File: src/rtl/vga_pkg.sv
// Shared constants and helpers for the VGA timing generator: default
// 640x480@60 timing, sync polarity names and timing arithmetic.
package vga_pkg;

  // Default 640x480@60 horizontal timing (pixel periods)
  localparam int DEF_H_ACTIVE = 640;
  localparam int DEF_H_FP     = 16;
  localparam int DEF_H_SYNC   = 96;
  localparam int DEF_H_BP     = 48;

  // Default 640x480@60 vertical timing (lines)
  localparam int DEF_V_ACTIVE = 480;
  localparam int DEF_V_FP     = 10;
  localparam int DEF_V_SYNC   = 2;
  localparam int DEF_V_BP     = 33;

  // Asserted level of a sync pin
  localparam bit POL_LOW  = 1'b0;
  localparam bit POL_HIGH = 1'b1;

  // Full period of one axis: active + porches + sync
  function automatic int vga_total(input int active, input int fp,
                                   input int sync, input int bp);
    return active + fp + sync + bp;
  endfunction

  // First counter value at which sync is asserted
  function automatic int vga_sync_start(input int active, input int fp);
    return active + fp;
  endfunction

endpackage

File: src/rtl/vga_delay_line.sv
// Clock-enable gated shift register with synchronous reset to RST_VAL.
// DEPTH = 0 degenerates to a straight wire so callers can ask for "no delay".
module vga_delay_line #(
  parameter int                WIDTH   = 3,
  parameter int                DEPTH   = 1,
  parameter logic [WIDTH-1:0]  RST_VAL = '0
) (
  input  logic             clk,
  input  logic             rst,
  input  logic             i_ce,
  input  logic [WIDTH-1:0] i_d,
  output logic [WIDTH-1:0] o_q
);

  if (DEPTH == 0) begin : g_wire
    logic w_unused;
    assign w_unused = &{1'b0, clk, rst, i_ce};
    assign o_q      = i_d;
  end else begin : g_shift
    logic [WIDTH-1:0] r_stage [DEPTH];

    // Shift one stage per enabled clock; reset clears every stage
    always_ff @(posedge clk) begin
      if (rst) begin
        for (int i = 0; i < DEPTH; i++) r_stage[i] <= RST_VAL;
      end else if (i_ce) begin
        r_stage[0] <= i_d;
        for (int i = 1; i < DEPTH; i++) r_stage[i] <= r_stage[i-1];
      end
    end

    assign o_q = r_stage[DEPTH-1];
  end

endmodule

File: src/rtl/vga_timing_gen.sv
// VGA timing generator: pixel clock-enable from the system clock, raster
// counters, request coordinates issued REQ_LEAD pixels ahead, and one aligned
// registered output stage for sync, blank and colour.
module vga_timing_gen
  import vga_pkg::*;
#(
  parameter int H_ACTIVE = DEF_H_ACTIVE,
  parameter int H_FP     = DEF_H_FP,
  parameter int H_SYNC   = DEF_H_SYNC,
  parameter int H_BP     = DEF_H_BP,
  parameter int V_ACTIVE = DEF_V_ACTIVE,
  parameter int V_FP     = DEF_V_FP,
  parameter int V_SYNC   = DEF_V_SYNC,
  parameter int V_BP     = DEF_V_BP,
  parameter bit HS_POL   = POL_LOW,
  parameter bit VS_POL   = POL_LOW,
  parameter int CLK_DIV  = 2,
  parameter int REQ_LEAD = 2,
  parameter int CW       = 8,
  parameter int CNT_W    = 10
) (
  input  logic             clk,
  input  logic             rst,
  input  logic             en,
  input  logic [CW-1:0]    R,
  input  logic [CW-1:0]    G,
  input  logic [CW-1:0]    B,
  output logic [CNT_W-1:0] x,
  output logic [CNT_W-1:0] y,
  output logic             req_valid,
  output logic             pix_ce,
  output logic             new_line,
  output logic             new_frame,
  output logic             VGA_CLK,
  output logic             VGA_HS,
  output logic             VGA_VS,
  output logic             VGA_BLANK_N,
  output logic             VGA_SYNC_N,
  output logic [CW-1:0]    VGA_R,
  output logic [CW-1:0]    VGA_G,
  output logic [CW-1:0]    VGA_B
);

  localparam int H_TOTAL  = vga_total(H_ACTIVE, H_FP, H_SYNC, H_BP);
  localparam int V_TOTAL  = vga_total(V_ACTIVE, V_FP, V_SYNC, V_BP);
  localparam int HS_START = vga_sync_start(H_ACTIVE, H_FP);
  localparam int HS_END   = HS_START + H_SYNC;
  localparam int VS_START = vga_sync_start(V_ACTIVE, V_FP);
  localparam int VS_END   = VS_START + V_SYNC;
  localparam int DIV_W    = (CLK_DIV <= 2) ? 1 : $clog2(CLK_DIV);
  // One extra bit so decode constants equal to 2^CNT_W still compare correctly
  localparam int CW1      = CNT_W + 1;

  if (CLK_DIV < 2) begin : g_err_div
    $error("vga_timing_gen: CLK_DIV must be 2 or more");
  end
  if (REQ_LEAD < 1 || REQ_LEAD > 8) begin : g_err_lead
    $error("vga_timing_gen: REQ_LEAD must be within 1..8");
  end
  if (H_TOTAL > (1 << CNT_W) || V_TOTAL > (1 << CNT_W)) begin : g_err_cnt
    $error("vga_timing_gen: timing totals exceed the counter range");
  end

  logic [DIV_W-1:0] r_div_cnt;
  logic [DIV_W-1:0] w_div_next;
  logic             w_tick;
  logic [CNT_W-1:0] r_hc, r_vc;
  logic [CNT_W-1:0] w_hc_next, w_vc_next;
  logic [CW1-1:0]   w_hc_ext, w_vc_ext;
  logic             w_hs_a, w_vs_a, w_vis;
  logic [2:0]       w_late;
  logic             r_pix_ce, r_new_line, r_new_frame, r_vga_clk;
  logic             r_vga_hs, r_vga_vs, r_blank_n, r_sync_n;
  logic [CW-1:0]    r_vga_r, r_vga_g, r_vga_b;

  // Divider and raster counter next-state; en = 0 leaves everything as is
  always_comb begin
    w_tick     = en && (r_div_cnt == DIV_W'(CLK_DIV - 1));
    w_div_next = r_div_cnt;
    w_hc_next  = r_hc;
    w_vc_next  = r_vc;
    if (en) begin
      w_div_next = w_tick ? '0 : r_div_cnt + DIV_W'(1);
    end
    if (w_tick) begin
      if (r_hc == CNT_W'(H_TOTAL - 1)) begin
        w_hc_next = '0;
        w_vc_next = (r_vc == CNT_W'(V_TOTAL - 1)) ? '0 : r_vc + CNT_W'(1);
      end else begin
        w_hc_next = r_hc + CNT_W'(1);
      end
    end
  end

  // Divider, pixel clock pin and one-cycle strobes, all aligned to the counter update
  always_ff @(posedge clk) begin
    if (rst) begin
      r_div_cnt   <= '0;
      r_vga_clk   <= 1'b0;
      r_pix_ce    <= 1'b0;
      r_new_line  <= 1'b0;
      r_new_frame <= 1'b0;
    end else begin
      r_div_cnt   <= w_div_next;
      r_vga_clk   <= (w_div_next >= DIV_W'(CLK_DIV / 2));
      r_pix_ce    <= w_tick;
      r_new_line  <= w_tick && (w_hc_next == '0);
      r_new_frame <= w_tick && (w_hc_next == '0) &&
                     ({1'b0, w_vc_next} == CW1'(V_ACTIVE));
    end
  end

  // Horizontal and vertical raster counters
  always_ff @(posedge clk) begin
    if (rst) begin
      r_hc <= '0;
      r_vc <= '0;
    end else begin
      r_hc <= w_hc_next;
      r_vc <= w_vc_next;
    end
  end

  // Decode of the request position
  always_comb begin
    w_hc_ext = {1'b0, r_hc};
    w_vc_ext = {1'b0, r_vc};
    w_vis    = (w_hc_ext < CW1'(H_ACTIVE)) && (w_vc_ext < CW1'(V_ACTIVE));
    w_hs_a   = (w_hc_ext >= CW1'(HS_START)) && (w_hc_ext < CW1'(HS_END));
    w_vs_a   = (w_vc_ext >= CW1'(VS_START)) && (w_vc_ext < CW1'(VS_END));
  end

  // The pin register below is the last of the REQ_LEAD stages
  vga_delay_line #(
    .WIDTH   (3),
    .DEPTH   (REQ_LEAD - 1),
    .RST_VAL (3'b000)
  ) u_delay (
    .clk  (clk),
    .rst  (rst),
    .i_ce (w_tick),
    .i_d  ({w_hs_a, w_vs_a, w_vis}),
    .o_q  (w_late)
  );

  // Output pin stage: sync at configured polarity, blank and gated colour
  always_ff @(posedge clk) begin
    if (rst) begin
      r_vga_hs  <= ~HS_POL;
      r_vga_vs  <= ~VS_POL;
      r_blank_n <= 1'b0;
      r_sync_n  <= 1'b1;
      r_vga_r   <= '0;
      r_vga_g   <= '0;
      r_vga_b   <= '0;
    end else if (w_tick) begin
      r_vga_hs  <= w_late[2] ^ ~HS_POL;
      r_vga_vs  <= w_late[1] ^ ~VS_POL;
      r_blank_n <= w_late[0];
      r_sync_n  <= ~(w_late[2] | w_late[1]);
      r_vga_r   <= w_late[0] ? R : '0;
      r_vga_g   <= w_late[0] ? G : '0;
      r_vga_b   <= w_late[0] ? B : '0;
    end
  end

  assign x           = r_hc;
  assign y           = r_vc;
  assign req_valid   = w_vis;
  assign pix_ce      = r_pix_ce;
  assign new_line    = r_new_line;
  assign new_frame   = r_new_frame;
  assign VGA_CLK     = r_vga_clk;
  assign VGA_HS      = r_vga_hs;
  assign VGA_VS      = r_vga_vs;
  assign VGA_BLANK_N = r_blank_n;
  assign VGA_SYNC_N  = r_sync_n;
  assign VGA_R       = r_vga_r;
  assign VGA_G       = r_vga_g;
  assign VGA_B       = r_vga_b;

endmodule

File: config.mk
export PLATFORM = sky130hd
export DESIGN_NAME = vga_timing_gen
export DESIGN_NICKNAME = d
export VERILOG_FILES = /design/src/rtl/vga_pkg.sv /design/src/rtl/vga_delay_line.sv /design/src/rtl/vga_timing_gen.sv
export SDC_FILE = /design/constraint.sdc
export NUM_CORES = 1
export LEC_CHECK = 0
export CAP_MARGIN = 20
export CORE_ASPECT_RATIO = 1.2
export CORE_UTILIZATION = 40
export CTS_BUF_LIST = sky130_fd_sc_hd__clkbuf_4
export DETAILED_ROUTE_END_ITERATION = 8
export HOLD_SLACK_MARGIN = 0.08
export MAX_ROUTING_LAYER = met4
export PLACE_DENSITY = 0.74
export SLEW_MARGIN = 20
export SYNTH_ARGS = -nofsm -noshare
export SYNTH_HDL_FRONTEND = slang
export SYNTH_SLANG_ARGS = --single-unit
File: constraint.sdc
create_clock -name clk -period 2.05 [get_ports clk]
set_input_delay 0.41 -clock clk [delete_from_list [all_inputs] [get_ports clk]]
set_output_delay 0.41 -clock clk [all_outputs]
set_load 0.05 [all_outputs]
==> reports/metrics.cfg <==
[status]
status = complete, no violations

[detailed_routing]
dr.first_iter.drc_count = 118
drc = 0
wire_per_inst_um = 13.97
finalWirelength_mm = 5.867
firstDrtPassIters = 4
vias = 2120
route.detailed.vias_per_inst = 5.048
detail-route-antenna-nets = 0

[power]
peakVddDrop_uv = 293.9
powerDensity_mw_per_mm2 = 522.5
p_leak_nw = 1.470

[clocking]
insertion_delay_ps = 380
htreeDepth = 2
clk_pin_slew_ps = 170
cts.sinks = 55
numCtsBuffers = 5
cts_root_buf = clkbuf_4
cts_hold_buf = 0
cts_tree = built
clockBufferDepth = 2

[critical_path]
worstSetupStartpointType = flop
worstPathRequired_ps = 1640
crit_path_end_kind = output port
crit_family = buffers and inverters
worstSetupPathDepth = 1
crit_start = VGA_B[7]
cp_max_fo = 2
critPathArrivalTime_ps = 1580
slowest_stage = clkdlybuf4s50_1
endpoint = VGA_B[7]
crit_buf_inv = 1
ff2ff_setup_slack_ps = 80
r2r_cells = 9
path_cells = clkdlybuf4s50_1
crit_type = reg -> out
r2r-end = new_frame
slowest_delay_ps = 810
r2r_start = r_div_cnt

[layout]
final_nets = 371
fillCellCount = 505
num_antenna_cells = 0
drive_gt1_share_pct = 20.00
syn_to_final_growth_pct = 46.95
final_core_util_pct = 61.71
fin_cells = 420

[sta]
fin_crit_sh_pct = 96.94
clock-skew-final_ps = 21.73
setup_viol = 0
clock.fmax_ghz = 0.5032
slew_violations = 0
hold_violations = 0
rsz0062_at_grt = yes
fin_hold_ws_ps = 398.5
maxSlewHeadroom_pct = 64.52
tns_ps = 0
worst_slew_pin_slew_ps = 530.5
fin_crit_ps = 1987
worst_slack_ps = 62.69

[min_path]
hold_path.class = in -> reg

[place]
placed_cells = 406
portBuffers = 79
gp_congestion = 0.9416
pre_cts_ws_ps = -487.4
hpwl_mm = 4.203

[global_routing]
grt_max_degree = 26
grt_pass1_vias = 1946
grt_pass1_wl_mm = 9.204
track_usage_pct = 19.13
antenna_found_initial = 0
gr-total-overflow = 0

[floorplanning]
io_pins = 80
die_y_um = 86.78
start_util_pct = 42.00
die_w_um = 72.65
die_area_mm2 = 0.006305
core_area_mm2 = 0.005705
rows = 30

[synthesis]
ys_seq_area_share_pct = 47.21
synth_top_area_share_pct = 43.45
ys_seq_elements = 55
synth_cell_types = 42
yosysTopAreaCell = dfxtp_1
synthTopCellsByArea = dfxtp_1 43%, a22o_1 8.8%, xor2_1 4.4%
syn-num-nets = 275
synth_cells = 243
yosys_warnings = 0
synth_area_per_cell_um2 = 9.860
syn_area_mm2 = 0.002396

[run]
maxCapViolCount = 0

## stage by stage
step | power [mW] | cell area [um^2]
after detailed placement | 1.353 | 3371
after floorplan | 1.244 | 2429
final | 1.840 | 3521
after CTS | 1.850 | 3426
after global routing | 1.924 | 3521
after global placement | 1.351 | 3371
## layout make-up
class | count | area [um^2] | share of cell area, %
tap | 80 | 100.1 | 2.843
inverter | 7 | 26.28 | 0.7463
multi-input combinational | 165 | 1171 | 33.26
timing repair buffer | 105 | 1002 | 28.46
sequential | 55 | 1159 | 32.91
clock buffer | 6 | 45.04 | 1.279
clock inverter | 2 | 17.52 | 0.4975
## what timing repair did
action	4_1_cts	5_1_grt
endpoints found under the setup margin	14	5
setup buffers	0	6
gates resized for setup	16	13
pin swaps	1	7
## cell usage after synthesis (all sizes together)
master    n
a41o      1
or3       5
dfxtp    52
o211ai    1
nor4      4
or2b      1
nand2b    4
nor4b     1
a211o     1
nor2b     2
a2111oi   1
xnor2     5
and2      2
a21oi     5
nand3     9
nand4     8
clkbuf   13
a31oi     1
edfxtp    3
nor3     11
and3      3
o21ai    10
buf       3
nor2     26
mux2i     2
ha        5
o2111a    1
a22oi     3
nand2    11
nor3b     2
inv       7
xor2     12
a21o      3
or3b      1
a22o     24
## cell families after synthesis
kind of cell               synth area share, %
xor gates and xnor gates                 6.527
AOI/OAI and AO/OA                        16.03
and+or+nand+nor                          20.63
adders and majority gates                2.611
muxes                                   0.8355
DFF                                      47.21
buffers and inverters                    6.162
## registers in the layout (all words and copies together) (netlist names), 3 cells and up
signal,count
VGA_B,8
VGA_G,8
VGA_R,8
u_delay.g_shift.r_stage,3
x,10
y,10
## how the worst min path moves through the flow
stage / cells after the start / to / startpoint / slack (ps)
3_5_place_dp: 1 / VGA_BLANK_N / VGA_BLANK_N / 440
4_1_cts: 1 / VGA_BLANK_N / VGA_BLANK_N / 490
3_3_place_gp: 1 / VGA_BLANK_N / VGA_BLANK_N / 450
2_1_floorplan: 3 / VGA_HS / u_delay.g_shift.r_stage[0][2] / 520
6_report: 3 / r_div_cnt / en / 400
5_1_grt: 3 / r_div_cnt / en / 450
## cell usage in the layout, fill, tap and decap left out, types with 3 or more instances in the layout
master / count
a21o_1: 3
a21oi_1: 5
a22o_1: 24
a22oi_1: 3
buf_12: 3
buf_4: 27
clkbuf_4: 6
clkdlybuf4s50_1: 59
dfxtp_1: 38
dfxtp_2: 10
dfxtp_4: 4
dlygate4sd2_1: 13
edfxtp_1: 3
ha_1: 4
inv_1: 7
nand2_1: 10
nand2b_1: 4
nand3_1: 9
nand4_1: 7
nor2_1: 25
nor3_1: 9
o21ai_0: 8
or3_1: 5
xnor2_1: 4
xor2_1: 12
## layer usage
| metal | vias up | share of wire [%] | global-route usage (%) |
|---|---|---|---|
| met2 | 58 | 51 | 30.42 |
| met4 | 0 | 1.7 | 6.774 |
| met5 | - | 0 | - |
| met3 | 10 | 2.9 | 2.442 |
| met1 | 995 | 45 | 24.95 |
| li1 | 1057 | - | - |
## where the power goes
part	total (mW)	internal, mW	switching [mW]
sequential	1.11	1.10	0.0133
combinational	0.229	0.108	0.121
clock	0.500	0.153	0.347
No activity file was read; power rests on OpenSTA's default activity.
